==> config.mk <==
export PLATFORM = sky130hd
export DESIGN_NAME = lsu_mem_master_flat
export DESIGN_NICKNAME = d
export VERILOG_FILES = /design/src/rtl/lsu_mem_master_if.sv /design/src/rtl/lsu_mem_master.sv /design/src/flat_wrapper.sv
export SDC_FILE = /design/constraint.sdc
export NUM_CORES = 1
export LEC_CHECK = 0
export BUFFER_PORTS_ARGS = -buffer_cell sky130_fd_sc_hd__buf_2
export CORE_MARGIN = 3
export CORE_UTILIZATION = 35
export DETAILED_ROUTE_END_ITERATION = 8
export GPL_TIMING_DRIVEN = 0
export PLACE_DENSITY_LB_ADDON = 0.05
export SKIP_CTS_REPAIR_TIMING = 1
export SLEW_MARGIN = 10
export SYNTH_ARGS = -nofsm -noshare
export SYNTH_HDL_FRONTEND = slang
export SYNTH_SLANG_ARGS = --single-unit
==> constraint.sdc <==
create_clock -name clk -period 2.8 [get_ports clk]
set_input_delay 0.42 -clock clk [delete_from_list [all_inputs] [get_ports clk]]
set_output_delay 0.42 -clock clk [all_outputs]
set_load 0.1 [all_outputs]
==> src/rtl/lsu_mem_master_if.sv <==
// Word-wide data memory bus between the load/store unit (master) and the
// data memory (slave); read data returns one cycle after the address.
interface lsu_mem_master_if #(
  parameter int ADDR_W = 32,
  parameter int DATA_W = 32
);
  logic [ADDR_W-1:0] memAddr;
  logic [DATA_W-1:0] memWriteData;
  logic              MemWrite;
  logic              MemRead;
  logic [DATA_W-1:0] memReadData;

  modport master (
    output memAddr,
    output memWriteData,
    output MemWrite,
    output MemRead,
    input  memReadData
  );

  modport slave (
    input  memAddr,
    input  memWriteData,
    input  MemWrite,
    input  MemRead,
    output memReadData
  );
endinterface

==> src/rtl/lsu_mem_master.sv <==
// Load/store initiator: byte/halfword/word CPU accesses onto a word memory,
// using read-modify-write for sub-word stores. Define LSU_MISALIGN_TRAP_EN to trap misaligned accesses.
module lsu_mem_master #(
  parameter int ADDR_W = 32,
  parameter int DATA_W = 32
) (
  input  logic              clk,
  input  logic              reset,
  input  logic              req,
  input  logic              we,
  input  logic [1:0]        size,
  input  logic              sign_ext,
  input  logic [ADDR_W-1:0] addr,
  input  logic [DATA_W-1:0] wdata,
  output logic              busy,
  output logic              done,
  output logic [DATA_W-1:0] rdata,
  output logic              err,
  lsu_mem_master_if.master  mem
);

  typedef enum logic [2:0] {
    S_IDLE,
    S_RD_ADDR,
    S_RD_DATA,
    S_WR,
    S_DONE
  } state_t;

  state_t            state_q, state_d;
  logic              we_q, we_d;
  logic [1:0]        size_q, size_d;
  logic              sign_ext_q, sign_ext_d;
  logic [ADDR_W-1:0] addr_q, addr_d;
  logic [DATA_W-1:0] wdata_q, wdata_d;
  logic              busy_q, busy_d;
  logic              done_q, done_d;
  logic              err_q, err_d;
  logic [DATA_W-1:0] rdata_q, rdata_d;
  logic              mem_read_q, mem_read_d;
  logic              mem_write_q, mem_write_d;
  logic [ADDR_W-1:0] mem_addr_q, mem_addr_d;
  logic [DATA_W-1:0] mem_wdata_q, mem_wdata_d;

  logic              misalign;
  logic [7:0]        byte_lane;
  logic [15:0]       half_lane;
  logic [DATA_W-1:0] load_val;
  logic [DATA_W-1:0] merged;

  // Only the trap build looks at the low address bits for alignment.
  always_comb begin
`ifdef LSU_MISALIGN_TRAP_EN
    misalign = ((size == 2'b01) && addr[0]) || (size[1] && (addr[1:0] != 2'b00));
`else
    misalign = 1'b0;
`endif
  end

  always_comb begin
    byte_lane = mem.memReadData[{addr_q[1:0], 3'b000} +: 8];
    half_lane = mem.memReadData[{addr_q[1], 4'b0000} +: 16];
    case (size_q)
      2'b00:   load_val = {{(DATA_W-8){sign_ext_q & byte_lane[7]}}, byte_lane};
      2'b01:   load_val = {{(DATA_W-16){sign_ext_q & half_lane[15]}}, half_lane};
      default: load_val = mem.memReadData;
    endcase
  end

  always_comb begin
    merged = mem.memReadData;
    case (size_q)
      2'b00:   merged[{addr_q[1:0], 3'b000} +: 8]  = wdata_q[7:0];
      2'b01:   merged[{addr_q[1], 4'b0000} +: 16]  = wdata_q[15:0];
      default: merged = wdata_q;
    endcase
  end

  always_comb begin
    state_d    = state_q;
    we_d       = we_q;
    size_d     = size_q;
    sign_ext_d = sign_ext_q;
    addr_d     = addr_q;
    wdata_d    = wdata_q;
    err_d      = err_q;
    rdata_d    = rdata_q;

    case (state_q)
      S_IDLE: begin
        if (req) begin
          we_d       = we;
          size_d     = size;
          sign_ext_d = sign_ext;
          addr_d     = addr;
          wdata_d    = wdata;
          err_d      = misalign;
          if (misalign)
            state_d = S_DONE;
          else if (we && size[1])
            state_d = S_WR;
          else
            state_d = S_RD_ADDR;
        end
      end
      S_RD_ADDR: state_d = S_RD_DATA;
      S_RD_DATA: begin
        if (we_q) begin
          state_d = S_WR;
        end else begin
          rdata_d = load_val;
          state_d = S_DONE;
        end
      end
      S_WR:    state_d = S_DONE;
      S_DONE:  state_d = S_IDLE;
      default: state_d = S_IDLE;
    endcase

    // Outputs are registered, so they are decoded from the state being entered.
    busy_d      = (state_d != S_IDLE);
    done_d      = (state_d == S_DONE);
    mem_read_d  = (state_d == S_RD_DATA);
    mem_write_d = (state_d == S_WR);
    mem_addr_d  = '0;
    if ((state_d == S_RD_ADDR) || (state_d == S_RD_DATA) || (state_d == S_WR))
      mem_addr_d = {addr_d[ADDR_W-1:2], 2'b00};
    mem_wdata_d = '0;
    if (state_d == S_WR)
      mem_wdata_d = (state_q == S_IDLE) ? wdata : merged;
  end

  always_ff @(posedge clk) begin
    if (reset) begin
      state_q     <= S_IDLE;
      we_q        <= 1'b0;
      size_q      <= 2'b00;
      sign_ext_q  <= 1'b0;
      addr_q      <= '0;
      wdata_q     <= '0;
      busy_q      <= 1'b0;
      done_q      <= 1'b0;
      err_q       <= 1'b0;
      rdata_q     <= '0;
      mem_read_q  <= 1'b0;
      mem_write_q <= 1'b0;
      mem_addr_q  <= '0;
      mem_wdata_q <= '0;
    end else begin
      state_q     <= state_d;
      we_q        <= we_d;
      size_q      <= size_d;
      sign_ext_q  <= sign_ext_d;
      addr_q      <= addr_d;
      wdata_q     <= wdata_d;
      busy_q      <= busy_d;
      done_q      <= done_d;
      err_q       <= err_d;
      rdata_q     <= rdata_d;
      mem_read_q  <= mem_read_d;
      mem_write_q <= mem_write_d;
      mem_addr_q  <= mem_addr_d;
      mem_wdata_q <= mem_wdata_d;
    end
  end

  assign busy             = busy_q;
  assign done             = done_q;
  assign err              = err_q;
  assign rdata            = rdata_q;
  assign mem.MemRead      = mem_read_q;
  assign mem.MemWrite     = mem_write_q;
  assign mem.memAddr      = mem_addr_q;
  assign mem.memWriteData = mem_wdata_q;

endmodule

==> src/flat_wrapper.sv <==
// flat-port wrapper written by rule: the top's interface ports become plain ports
module lsu_mem_master_flat 
#(
  parameter int ADDR_W = 32,
  parameter int DATA_W = 32
)
  (clk, reset, req, we, size, sign_ext, addr, wdata, busy, done, rdata, err, mem_memAddr, mem_memWriteData, mem_MemWrite, mem_MemRead, mem_memReadData);
  lsu_mem_master_if #(.ADDR_W(ADDR_W), .DATA_W(DATA_W)) mem_i ();
  input  logic clk;
  input  logic reset;
  input  logic req;
  input  logic we;
  input  logic [1:0] size;
  input  logic sign_ext;
  input  logic [ADDR_W-1:0] addr;
  input  logic [DATA_W-1:0] wdata;
  output logic busy;
  output logic done;
  output logic [DATA_W-1:0] rdata;
  output logic err;
  output wire logic [$bits(mem_i.memAddr)-1:0] mem_memAddr;
  output wire logic [$bits(mem_i.memWriteData)-1:0] mem_memWriteData;
  output wire logic [$bits(mem_i.MemWrite)-1:0] mem_MemWrite;
  output wire logic [$bits(mem_i.MemRead)-1:0] mem_MemRead;
  input wire logic [$bits(mem_i.memReadData)-1:0] mem_memReadData;
  assign mem_memAddr = mem_i.memAddr;
  assign mem_memWriteData = mem_i.memWriteData;
  assign mem_MemWrite = mem_i.MemWrite;
  assign mem_MemRead = mem_i.MemRead;
  assign mem_i.memReadData = mem_memReadData;
  lsu_mem_master #(.ADDR_W(ADDR_W), .DATA_W(DATA_W)) u_core (.clk(clk), .reset(reset), .req(req), .we(we), .size(size), .sign_ext(sign_ext), .addr(addr), .wdata(wdata), .busy(busy), .done(done), .rdata(rdata), .err(err), .mem(mem_i));
endmodule
==> results of run 1 <==
==> Yosys cell counts, types with 8 or more instances <==
| master | count |
|---|---|
| sky130_fd_sc_hd__dfxtp_1 | 169 |
| sky130_fd_sc_hd__nor3_2 | 19 |
| sky130_fd_sc_hd__a221o_1 | 10 |
| sky130_fd_sc_hd__a211oi_1 | 20 |
| sky130_fd_sc_hd__a21oi_1 | 71 |
| sky130_fd_sc_hd__o21ai_0 | 32 |
| sky130_fd_sc_hd__a211oi_2 | 13 |
| sky130_fd_sc_hd__buf_1 | 8 |
| sky130_fd_sc_hd__a221oi_1 | 28 |
| sky130_fd_sc_hd__nor4b_1 | 16 |
| sky130_fd_sc_hd__nor2_1 | 114 |
| sky130_fd_sc_hd__buf_2 | 16 |
| sky130_fd_sc_hd__clkbuf_1 | 40 |
| sky130_fd_sc_hd__mux2i_1 | 54 |
| sky130_fd_sc_hd__nand2_1 | 107 |
==> worst paths after layout <==
check / from / endpoint / slack [ps] / cells after the start
worst max-delay path: u_core.addr_q[0] / u_core.mem.memWriteData[7] / 120 / 6
worst min-delay path: reset / u_core.state_q[0] / 210 / 2
worst max register to register: u_core.addr_q[0] / u_core.mem.memWriteData[7] / 120 / 6
worst min register to register: u_core.rdata[15] / u_core.rdata[15] / 460 / 2
==> worst reg2reg max path: stages, from the launching register on <==
cell and delay (ps):
sky130_fd_sc_hd__dfxtp_1 590, sky130_fd_sc_hd__inv_1 260, sky130_fd_sc_hd__ha_1 450, sky130_fd_sc_hd__and3b_1 200, sky130_fd_sc_hd__a211o_1 430, sky130_fd_sc_hd__a211oi_1 540, sky130_fd_sc_hd__nor3_2 80
==> metal layers <==
layer  part of all wire (%)  global-route usage (%)
met4                    1.6                    5.72
met5                   0.19                       0
met2                     47                    34.8
met3                    7.4                    5.38
met1                     44                    29.5
==> state kept, by name, indices dropped and copies added, names as in the netlist <==
signal	count
u_core.mem.memWriteData	32
u_core.mem.MemWrite	1
u_core.wdata_q	32
u_core.mem.memAddr	30
u_core.size_q	2
u_core.we_q	1
u_core.busy	1
u_core.done	1
u_core.addr_q	32
u_core.rdata	32
u_core.sign_ext_q	1
u_core.mem.MemRead	1
u_core.state_q	3
==> power by group through the flow <==
stage | registers [W] | clock network, W | logic (W)
finish | 0.00264 | 0.00261 | 0.00166
floorplan | 0.00323 | 0 | 0.000676
global placement | 0.00269 | 0 | 0.00166
global route | 0.00266 | 0.00276 | 0.00177
CTS | 0.00264 | 0.00266 | 0.00166
detailed placement | 0.00269 | 0 | 0.00165
==> cell type report <==
| class | count | area, µm² |
|---|---|---|
| multi-input cells | 553 | 3470 |
| inverters | 6 | 22.5 |
| flip-flops and latches | 169 | 3380 |
| clock buffers | 18 | 439 |
| fillers | 2063 | 10600 |
| clock inverters | 14 | 206 |
| repair buffers | 202 | 1020 |
| well taps | 265 | 332 |
| plain buffers | 70 | 324 |
==> cell usage in the layout, fill, tap and decap left out, types with 8 or more instances in the layout <==
cell type,Yosys,routed
sky130_fd_sc_hd__nor3_2,19,17
sky130_fd_sc_hd__nor2_1,114,114
sky130_fd_sc_hd__a211oi_1,20,20
sky130_fd_sc_hd__buf_1,8,8
sky130_fd_sc_hd__o21ai_0,32,32
sky130_fd_sc_hd__a221oi_1,28,28
sky130_fd_sc_hd__buf_2,16,216
sky130_fd_sc_hd__a211oi_2,13,13
sky130_fd_sc_hd__nor4b_1,16,16
sky130_fd_sc_hd__a221o_1,10,10
sky130_fd_sc_hd__mux2i_1,54,54
sky130_fd_sc_hd__a21oi_1,71,71
sky130_fd_sc_hd__nand2_1,107,107
sky130_fd_sc_hd__clkbuf_16,0,17
sky130_fd_sc_hd__dfxtp_1,169,169
sky130_fd_sc_hd__clkbuf_1,40,39
==> through the flow <==
| step | power (W) | TNS [ps] | utilization (%) | cell area, µm² |
|---|---|---|---|---|
| after floorplan | 0.00391 | 0 | - | 7200 |
| after global placement | 0.00435 | -4970 | 43.0 | 8530 |
| after detailed placement | 0.00435 | -4650 | 43.0 | 8530 |
| after CTS | 0.00696 | -4990 | 46.2 | 9170 |
| after global routing | 0.00719 | 0 | 46.3 | 9200 |
| final | 0.00691 | 0 | 46.3 | 9200 |
==> cells by family (layout without fill, tap and decap cells) <==
logic type / count (synthesis) / count (layout)
AND/OR/NAND/NOR: 292 / 292
adder cells (fa/ha/maj): 5 / 5
buffers and inverters: 77 / 310
multiplexers: 58 / 58
AO/OA/AOI/OAI: 195 / 195
other: 1 / 3
flip-flops: 169 / 169
==> flow_summary.json, run 1 <==
{
  "status": "complete, no violations",
  "initialDrtViolationCount": 395,
  "synth-compound-area-share_pct": 18.8,
  "cp_data_arrival_time_ps": 2980,
  "synthTopCellsByArea": "sky130_fd_sc_hd__dfxtp_1 47%, sky130_fd_sc_hd__mux2i_1 7.5%, sky130_fd_sc_hd__nor2_1 6.0%, sky130_fd_sc_hd__nand2_1 5.6%, sky130_fd_sc_hd__a21oi_1 4.9%",
  "power_frac_comb_pct": 24.0,
  "maxCapViolations": 0,
  "final_cells": 1297,
  "critPathTopFamily": "compound AO/OA/AOI/OAI gates",
  "rsz_0062_raised_after_global_routing": "false",
  "worstPathBufferInverterCount": 1,
  "num_rows": 51,
  "slew_headroom_pct": 23.4,
  "clock-root-buffer": "sky130_fd_sc_hd__clkbuf_16",
  "powerDensity_mw_per_mm2": 751,
  "synth_area_per_cell_um2": 9.02,
  "cts.path.max_buffers": 2,
  "number_of_enable_flip_flop_cells_after_synthesis": 0,
  "synth.area.mux_share_pct": 8.30,
  "synth.ff_latch_count": 169,
  "die-height_um": 149,
  "globalplace.congestion": 0.820,
  "floorplan.die_area_mm2": 0.0223,
  "worst_setup_path_start_kind": "register",
  "final_nets": 1127,
  "worst_slew_pin_slew_ps": 1140,
  "synthesis.area_mm2": 0.00719,
  "layout_setup_ws_ps": 123,
  "pins_over_slew_limit": 0,
  "timing.final.crit_share_pct": 95.6,
  "grt_remaining_overflow": 0,
  "clkPwrFrac_pct": 37.8,
  "io_buffers": 200,
  "setup.worst_path.class": "reg -> reg",
  "setup_viol": 0,
  "detail_route.wirelength_um": 24600,
  "cp_cell_sequence": "inv_1 -> ha_1 -> and3b_1 -> a211o_1 -> a211oi_1 -> nor3_2",
  "synth_largest_area_cell": "sky130_fd_sc_hd__dfxtp_1",
  "drt_drc_violations_left": 0,
  "worst-path-max-fanout": 9,
  "syn_inst": 797,
  "finalHoldWorstSlack_ps": 214,
  "internal-power_w": 0.00451,
  "layout-drive-gt1-share_pct": 29.2,
  "synth_simple_gate_area_share_pct": 20.1,
  "power.leakage_nw": 3.97,
  "clock.fmax_ghz": 0.374,
  "finalWorstPathRequiredPeriod_ps": 2680,
  "detailed_place_hpwl_um": 18100,
  "crit_path_max_incr_delay_ps": 590,
  "vdd_ir_drop_max_v": 0.000364,
  "grt_util_all_layers_pct": 21.8,
  "class_of_the_tightest_hold_or_removal_check": "in -> reg",
  "fin_skew_ps": 9.60,
  "synth_seq_area_share_pct": 47.1,
  "synth_fa_ha_area_share_pct": 0.870,
  "synth_top_family_by_area": "simple AND/OR/NAND/NOR gates",
  "vias_per_cell": 5.19,
  "layout-area-overhead-vs-synth_pct": 28.0,
  "synth_top_area_share_pct": 47.1,
  "clock_latency_ps": 430,
  "synth.yosys.warnings": 0,
  "synth_xor_area_share_pct": 0,
  "synth_flop_cell": "sky130_fd_sc_hd__dfxtp_1",
  "synth-async-reset-ratio_pct": 0,
  "crit_slowest_cell": "sky130_fd_sc_hd__dfxtp_1",
  "place.detailed.instances": 1264,
  "clkSinkCount": 169,
  "timing.final.hold_violations": 0,
  "detail-route-antenna-nets": 0,
  "h-tree-depth": 4,
  "detail_route.first_pass.iterations": 6,
  "wl_per_cell_um": 18.9,
  "cts.reportedPaths.clkPinSlew_ps": 70,
  "swShare_pct": 34.8,
  "cts-buffers-inserted": 17,
  "tritoncts": "yes",
  "grt_max_degree": 17,
  "grt_first_pass_wirelength_um": 37100,
  "crit_path_end_kind": "register",
  "dp_worst_setup_slack_ps": -281,
  "count_of_unique_library_cells_instantiated_by_yosys": 48,
  "net-switching-power_w": 0.00240,
  "initial_core_util_pct": 36.2,
  "antenna_found_initial": 4,
  "num_vias": 6735,
  "io-pin-count": 204,
  "required_ps": 3110,
  "die_w_um": 149,
  "insertedDiodeCount": 0,
  "p_seq_share_pct": 38.2,
  "fp.coreArea_mm2": 0.0198,
  "via_count_of_the_first_global_routing_pass": 6410
}
No activity file was read; power rests on OpenSTA's default activity.
==> inputs of run 2 (changes only) <==
Settings changed: PLACE_DENSITY from default to 0.59, PLACE_DENSITY_LB_ADDON 0.05 to default.
==> run 2 against run 1 <==
Count of clock-buffer cells in the layout decreased by 1. Utilization shrank 0.21 points. Critical path depth rose by 1. Largest cell class unchanged. Highest routed layer unchanged.
==> flow_summary.json, run 2 (same netlist as run 1, synthesis figures left out) <==
{
  "status": "complete, no violations",
  "via_count_of_the_first_global_routing_pass": 6554,
  "fin_area_mm2": 0.00916,
  "worst_r2r_endpoint": "u_core.mem.memWriteData[16]",
  "maxCapViolations": 0,
  "setup.worst_path.class": "reg -> reg",
  "clock_latency_ps": 440,
  "swShare_pct": 37.4,
  "detailed_place_hpwl_um": 18200,
  "worst-path-max-fanout": 19,
  "floorplan.die_area_mm2": 0.0223,
  "drt_drc_violations_left": 0,
  "net-switching-power_w": 0.00249,
  "grt_util_all_layers_pct": 21.5,
  "internal-power_w": 0.00417,
  "ff_to_ff_start": "u_core.addr_q[1]",
  "detail_route.first_pass.iterations": 5,
  "grt_max_degree": 20,
  "worst_setup_path_start_kind": "register",
  "worst_slew_pin_slew_ps": 1120,
  "vias_per_cell": 5.21,
  "tritoncts": "yes",
  "die-height_um": 149,
  "setup.worst_path.start": "u_core.addr_q[1]",
  "clkPwrFrac_pct": 35.6,
  "slew_headroom_pct": 25.0,
  "hold_depth": 2,
  "initialDrtViolationCount": 396,
  "ff2ff_path_depth": 7,
  "fp.coreArea_mm2": 0.0198,
  "p_seq_share_pct": 39.6,
  "initial_core_util_pct": 36.2,
  "cts.reportedPaths.clkPinSlew_ps": 70,
  "class_of_the_tightest_hold_or_removal_check": "in -> reg",
  "cp_data_arrival_time_ps": 2950,
  "rsz_0062_raised_after_global_routing": "false",
  "final_common_cell": "sky130_fd_sc_hd__buf_2",
  "io-pin-count": 204,
  "finalHoldWorstSlack_ps": 223,
  "antenna_found_initial": 5,
  "powerDensity_mw_per_mm2": 727,
  "clkSinkCount": 169,
  "timing.hold.worst_endpoint": "u_core.state_q[0]",
  "die_w_um": 149,
  "clock.fmax_ghz": 0.381,
  "h-tree-depth": 4,
  "timing.final.hold_violations": 0,
  "power_frac_comb_pct": 24.8,
  "setup_viol": 0,
  "final_cell_mix": "216 x sky130_fd_sc_hd__buf_2, 168 x sky130_fd_sc_hd__dfxtp_1, 114 x sky130_fd_sc_hd__nor2_1",
  "required_ps": 3130,
  "detail-route-antenna-nets": 0,
  "fin_skew_ps": 11.6,
  "cts.path.max_buffers": 2,
  "globalplace.congestion": 0.882,
  "vdd_ir_drop_max_v": 0.000435,
  "layout-drive-gt1-share_pct": 29.3,
  "io_buffers": 200,
  "pins_over_slew_limit": 0,
  "finalWorstPathRequiredPeriod_ps": 2620,
  "postPlaceCellArea_mm2": 0.00853,
  "hold_path.startpoint": "reset",
  "power.leakage_nw": 3.94,
  "num_rows": 51,
  "cts-buffers-inserted": 17,
  "layout-area-overhead-vs-synth_pct": 27.4,
  "crit_path_end_kind": "register",
  "num_vias": 6756,
  "grt_remaining_overflow": 0,
  "final_nets": 1126,
  "timing.final.crit_share_pct": 93.7,
  "clock-root-buffer": "sky130_fd_sc_hd__clkbuf_16",
  "grt_first_pass_wirelength_um": 37100,
  "wl_per_cell_um": 18.6,
  "finish.utilization_pct": 46.1,
  "ff2ff_setup_slack_ps": 180,
  "detail_route.wirelength_um": 24100,
  "setup_total_negative_slack_ps": 0
}
-- run 2: changes by cell type in the layout (fill, tap and decap cells not counted), sizes merged --
cell / delta
inv: +1
diode: +1
clkinvlp: -1
clkbuf: -1
buf: -1
clkinv: +5
bufinv: -4
-- run 2: worst max-delay path by stage --
stage,endpoint,slack (ps),cells past startpoint
final,u_core.mem.memWriteData[16],180,7
after global routing,u_core.mem.memWriteData[16],10,7
after CTS,u_core.mem.memWriteData[16],-420,8
after detailed placement,u_core.mem.memWriteData[16],-430,8
after global placement,u_core.mem.memWriteData[16],-320,8
after floorplan,u_core.mem.memWriteData[10],380,8
-- run 2: metrics by stage --
step                      power [W]  setup WS, ps  instances
after global routing        0.00693          9.81       1297
after detailed placement    0.00433          -435       1264
after global placement      0.00432          -319       1264
after floorplan             0.00391           384        799
after CTS                   0.00669          -417       1296
final                       0.00666           178       1297
-- run 2: layout make-up --
cell class                 count  area (µm²)
antenna                        1        2.50
buffer                        70         324
clock buffer                  17         425
clock inverter                15         178
fill                        1997       10700
inverter                       6        22.5
multi-input combinational    553        3480
sequential                   169        3380
tap                          265         332
timing repair buffer         201        1010
-- run 2: layer usage --
| layer | global-route usage, % | share of wire (%) |
|---|---|---|
| met5 | 0 | 0.20 |
| met4 | 6.36 | 1.9 |
| met3 | 7.66 | 10 |
| met2 | 32.2 | 43 |
| met1 | 29.2 | 44 |
-- run 2: power by group through the flow --
stage	clock, W	combinational (W)	sequential (W)
floorplan	0	0.000676	0.00323
CTS	0.00241	0.00165	0.00264
detailed placement	0	0.00164	0.00269
global placement	0	0.00164	0.00269
global route	0.00252	0.00176	0.00265
finish	0.00237	0.00165	0.00264
-- run 2: critical path, stage by stage, from the launching register on --
cell                       delay, ps
sky130_fd_sc_hd__dfxtp_1         360
sky130_fd_sc_hd__buf_2           350
sky130_fd_sc_hd__inv_1           150
sky130_fd_sc_hd__ha_1            220
sky130_fd_sc_hd__or4_4           550
sky130_fd_sc_hd__nor3_4          400
sky130_fd_sc_hd__a221oi_1        170
sky130_fd_sc_hd__a211oi_2        320
==> inputs of run 3 (changes only) <==
Settings changed: RECOVER_POWER from default to 100.
==> run 3 against run 2 <==
Cell area fell by 2.6%. Sequential power barely moved. Global-route usage unchanged. Maximum frequency shrank 0.80%. Largest power group unchanged. Cell count did not move. Non-clock buffer count did not move. Power fell by 0.61%. Critical endpoint unchanged. Clock power about the same.
==> flow_summary.json, run 3 (same netlist as run 1, synthesis figures left out) <==
{
  "antenna_found_initial": 5,
  "floorplan.die_area_mm2": 0.0223,
  "vdd_ir_drop_max_v": 0.000437,
  "via_count_of_the_first_global_routing_pass": 6554,
  "use_met3_pct": 7.66,
  "num_vias": 6754,
  "class_of_the_tightest_hold_or_removal_check": "in -> reg",
  "timing.final.hold_violations": 0,
  "grt_first_pass_wirelength_um": 37100,
  "cts.path.max_buffers": 2,
  "use_met1_pct": 29.2,
  "layout-drive-gt1-share_pct": 17.7,
  "worst_slew_pin_slew_ps": 1230,
  "initialDrtViolationCount": 378,
  "fp.coreArea_mm2": 0.0198,
  "hold_path.startpoint": "wdata[0]",
  "ff_to_ff_start": "u_core.addr_q[1]",
  "place.detailed.instances": 1264,
  "final_cell_mix": "168 x sky130_fd_sc_hd__dfxtp_1, 145 x sky130_fd_sc_hd__clkbuf_1, 114 x sky130_fd_sc_hd__nor2_1",
  "cts-buffers-inserted": 17,
  "fill_cells": 2073,
  "clock-root-buffer": "sky130_fd_sc_hd__clkbuf_16",
  "required_ps": 3130,
  "finalWorstPathRequiredPeriod_ps": 2640,
  "maxCapViolations": 0,
  "worst-path-max-fanout": 19,
  "vias_per_cell": 5.21,
  "crit_path_end_kind": "register",
  "power.leakage_nw": 3.48,
  "h-tree-depth": 4,
  "layout-area-overhead-vs-synth_pct": 24.1,
  "drt_drc_violations_left": 0,
  "grt_util_all_layers_pct": 21.5,
  "final_cells": 1297,
  "cp_data_arrival_time_ps": 2980,
  "cts.reportedPaths.clkPinSlew_ps": 70,
  "detailed_place_hpwl_um": 18200,
  "timing.final.crit_share_pct": 94.4,
  "die_w_um": 149,
  "clkSinkCount": 169,
  "status": "complete, no violations",
  "detail-route-antenna-nets": 0,
  "io_buffers": 200,
  "setup_viol": 0,
  "fin_area_mm2": 0.00892,
  "detail_route.wirelength_um": 24100,
  "setup.worst_path.class": "reg -> reg",
  "clock_latency_ps": 440,
  "num_rows": 51,
  "initial_core_util_pct": 36.2,
  "final_common_cell": "sky130_fd_sc_hd__dfxtp_1",
  "grt_remaining_overflow": 0,
  "slew_headroom_pct": 18.7,
  "clock.fmax_ghz": 0.378,
  "worst_setup_path_start_kind": "register",
  "die-height_um": 149,
  "final_nets": 1126,
  "powerDensity_mw_per_mm2": 742,
  "tritoncts": "yes",
  "wl_per_cell_um": 18.6,
  "totalPowerFinal_w": 0.00662,
  "setup.worst_path.start": "u_core.addr_q[1]",
  "globalplace.congestion": 0.882,
  "grtUsageMet2_pct": 32.2,
  "global_route.peak_usage_layer": "met2",
  "fin_skew_ps": 9.07,
  "detail_route.first_pass.iterations": 5,
  "postPlaceCellArea_mm2": 0.00853,
  "grt_max_degree": 20,
  "io-pin-count": 204,
  "rsz_0062_raised_after_global_routing": "false",
  "pins_over_slew_limit": 0
}
[run 3: metrics by stage]
stage / hold slack [ps] / utilization (%) / setup WS, ps / TNS (ps)
6_report: 226 / 44.9 / 157 / 0
5_1_grt: 218 / 44.9 / 7.95 / 0
4_1_cts: 211 / 46.0 / -417 / -5040
3_5_place_dp: 448 / 43.0 / -435 / -4960
3_3_place_gp: 443 / 43.0 / -319 / -4470
2_1_floorplan: 436 / - / 384 / 0
[run 3: layout make-up]
type                            instances  area (µm²)  area share, %
Multi-Input combinational cell        553        3390           38.0
Sequential cell                       169        3380           37.9
Timing Repair Buffer                  201         883           9.90
Clock buffer                           17         425           4.77
Tap cell                              265         332           3.72
Buffer                                 70         304           3.41
Clock inverter                         15         178           1.99
Inverter                                6        22.5          0.253
Antenna cell                            1        2.50         0.0281
[run 3: worst paths after layout]
path,cells past startpoint,slack [ps],to
max reg2reg,7,160,u_core.mem.memWriteData[16]
min,3,230,u_core.wdata_q[0]
min reg2reg,2,460,u_core.wdata_q[22]
max,7,160,u_core.mem.memWriteData[16]
[run 3: worst max-delay path, cell delays in order (launching register included)]
cell and delay [ps]:
sky130_fd_sc_hd__dfxtp_1 360, sky130_fd_sc_hd__buf_2 360, sky130_fd_sc_hd__inv_1 150, sky130_fd_sc_hd__ha_1 230, sky130_fd_sc_hd__or4_4 550, sky130_fd_sc_hd__nor3_4 400
sky130_fd_sc_hd__a221oi_1 170, sky130_fd_sc_hd__a211oi_2 330
[run 3: routing by layer]
metal | up-vias | part of all wire [%]
met5 | - | 0.20
met4 | 8 | 2.0
met3 | 37 | 10
met2 | 299 | 43
met1 | 3150 | 44
li1 | 3260 | -
[run 3: report_power, final]
group	switching [W]	total [W]	internal [W]
combinational	0.00123	0.00160	0.000374
sequential	0.0000828	0.00264	0.00256
clock	0.00117	0.00237	0.00121
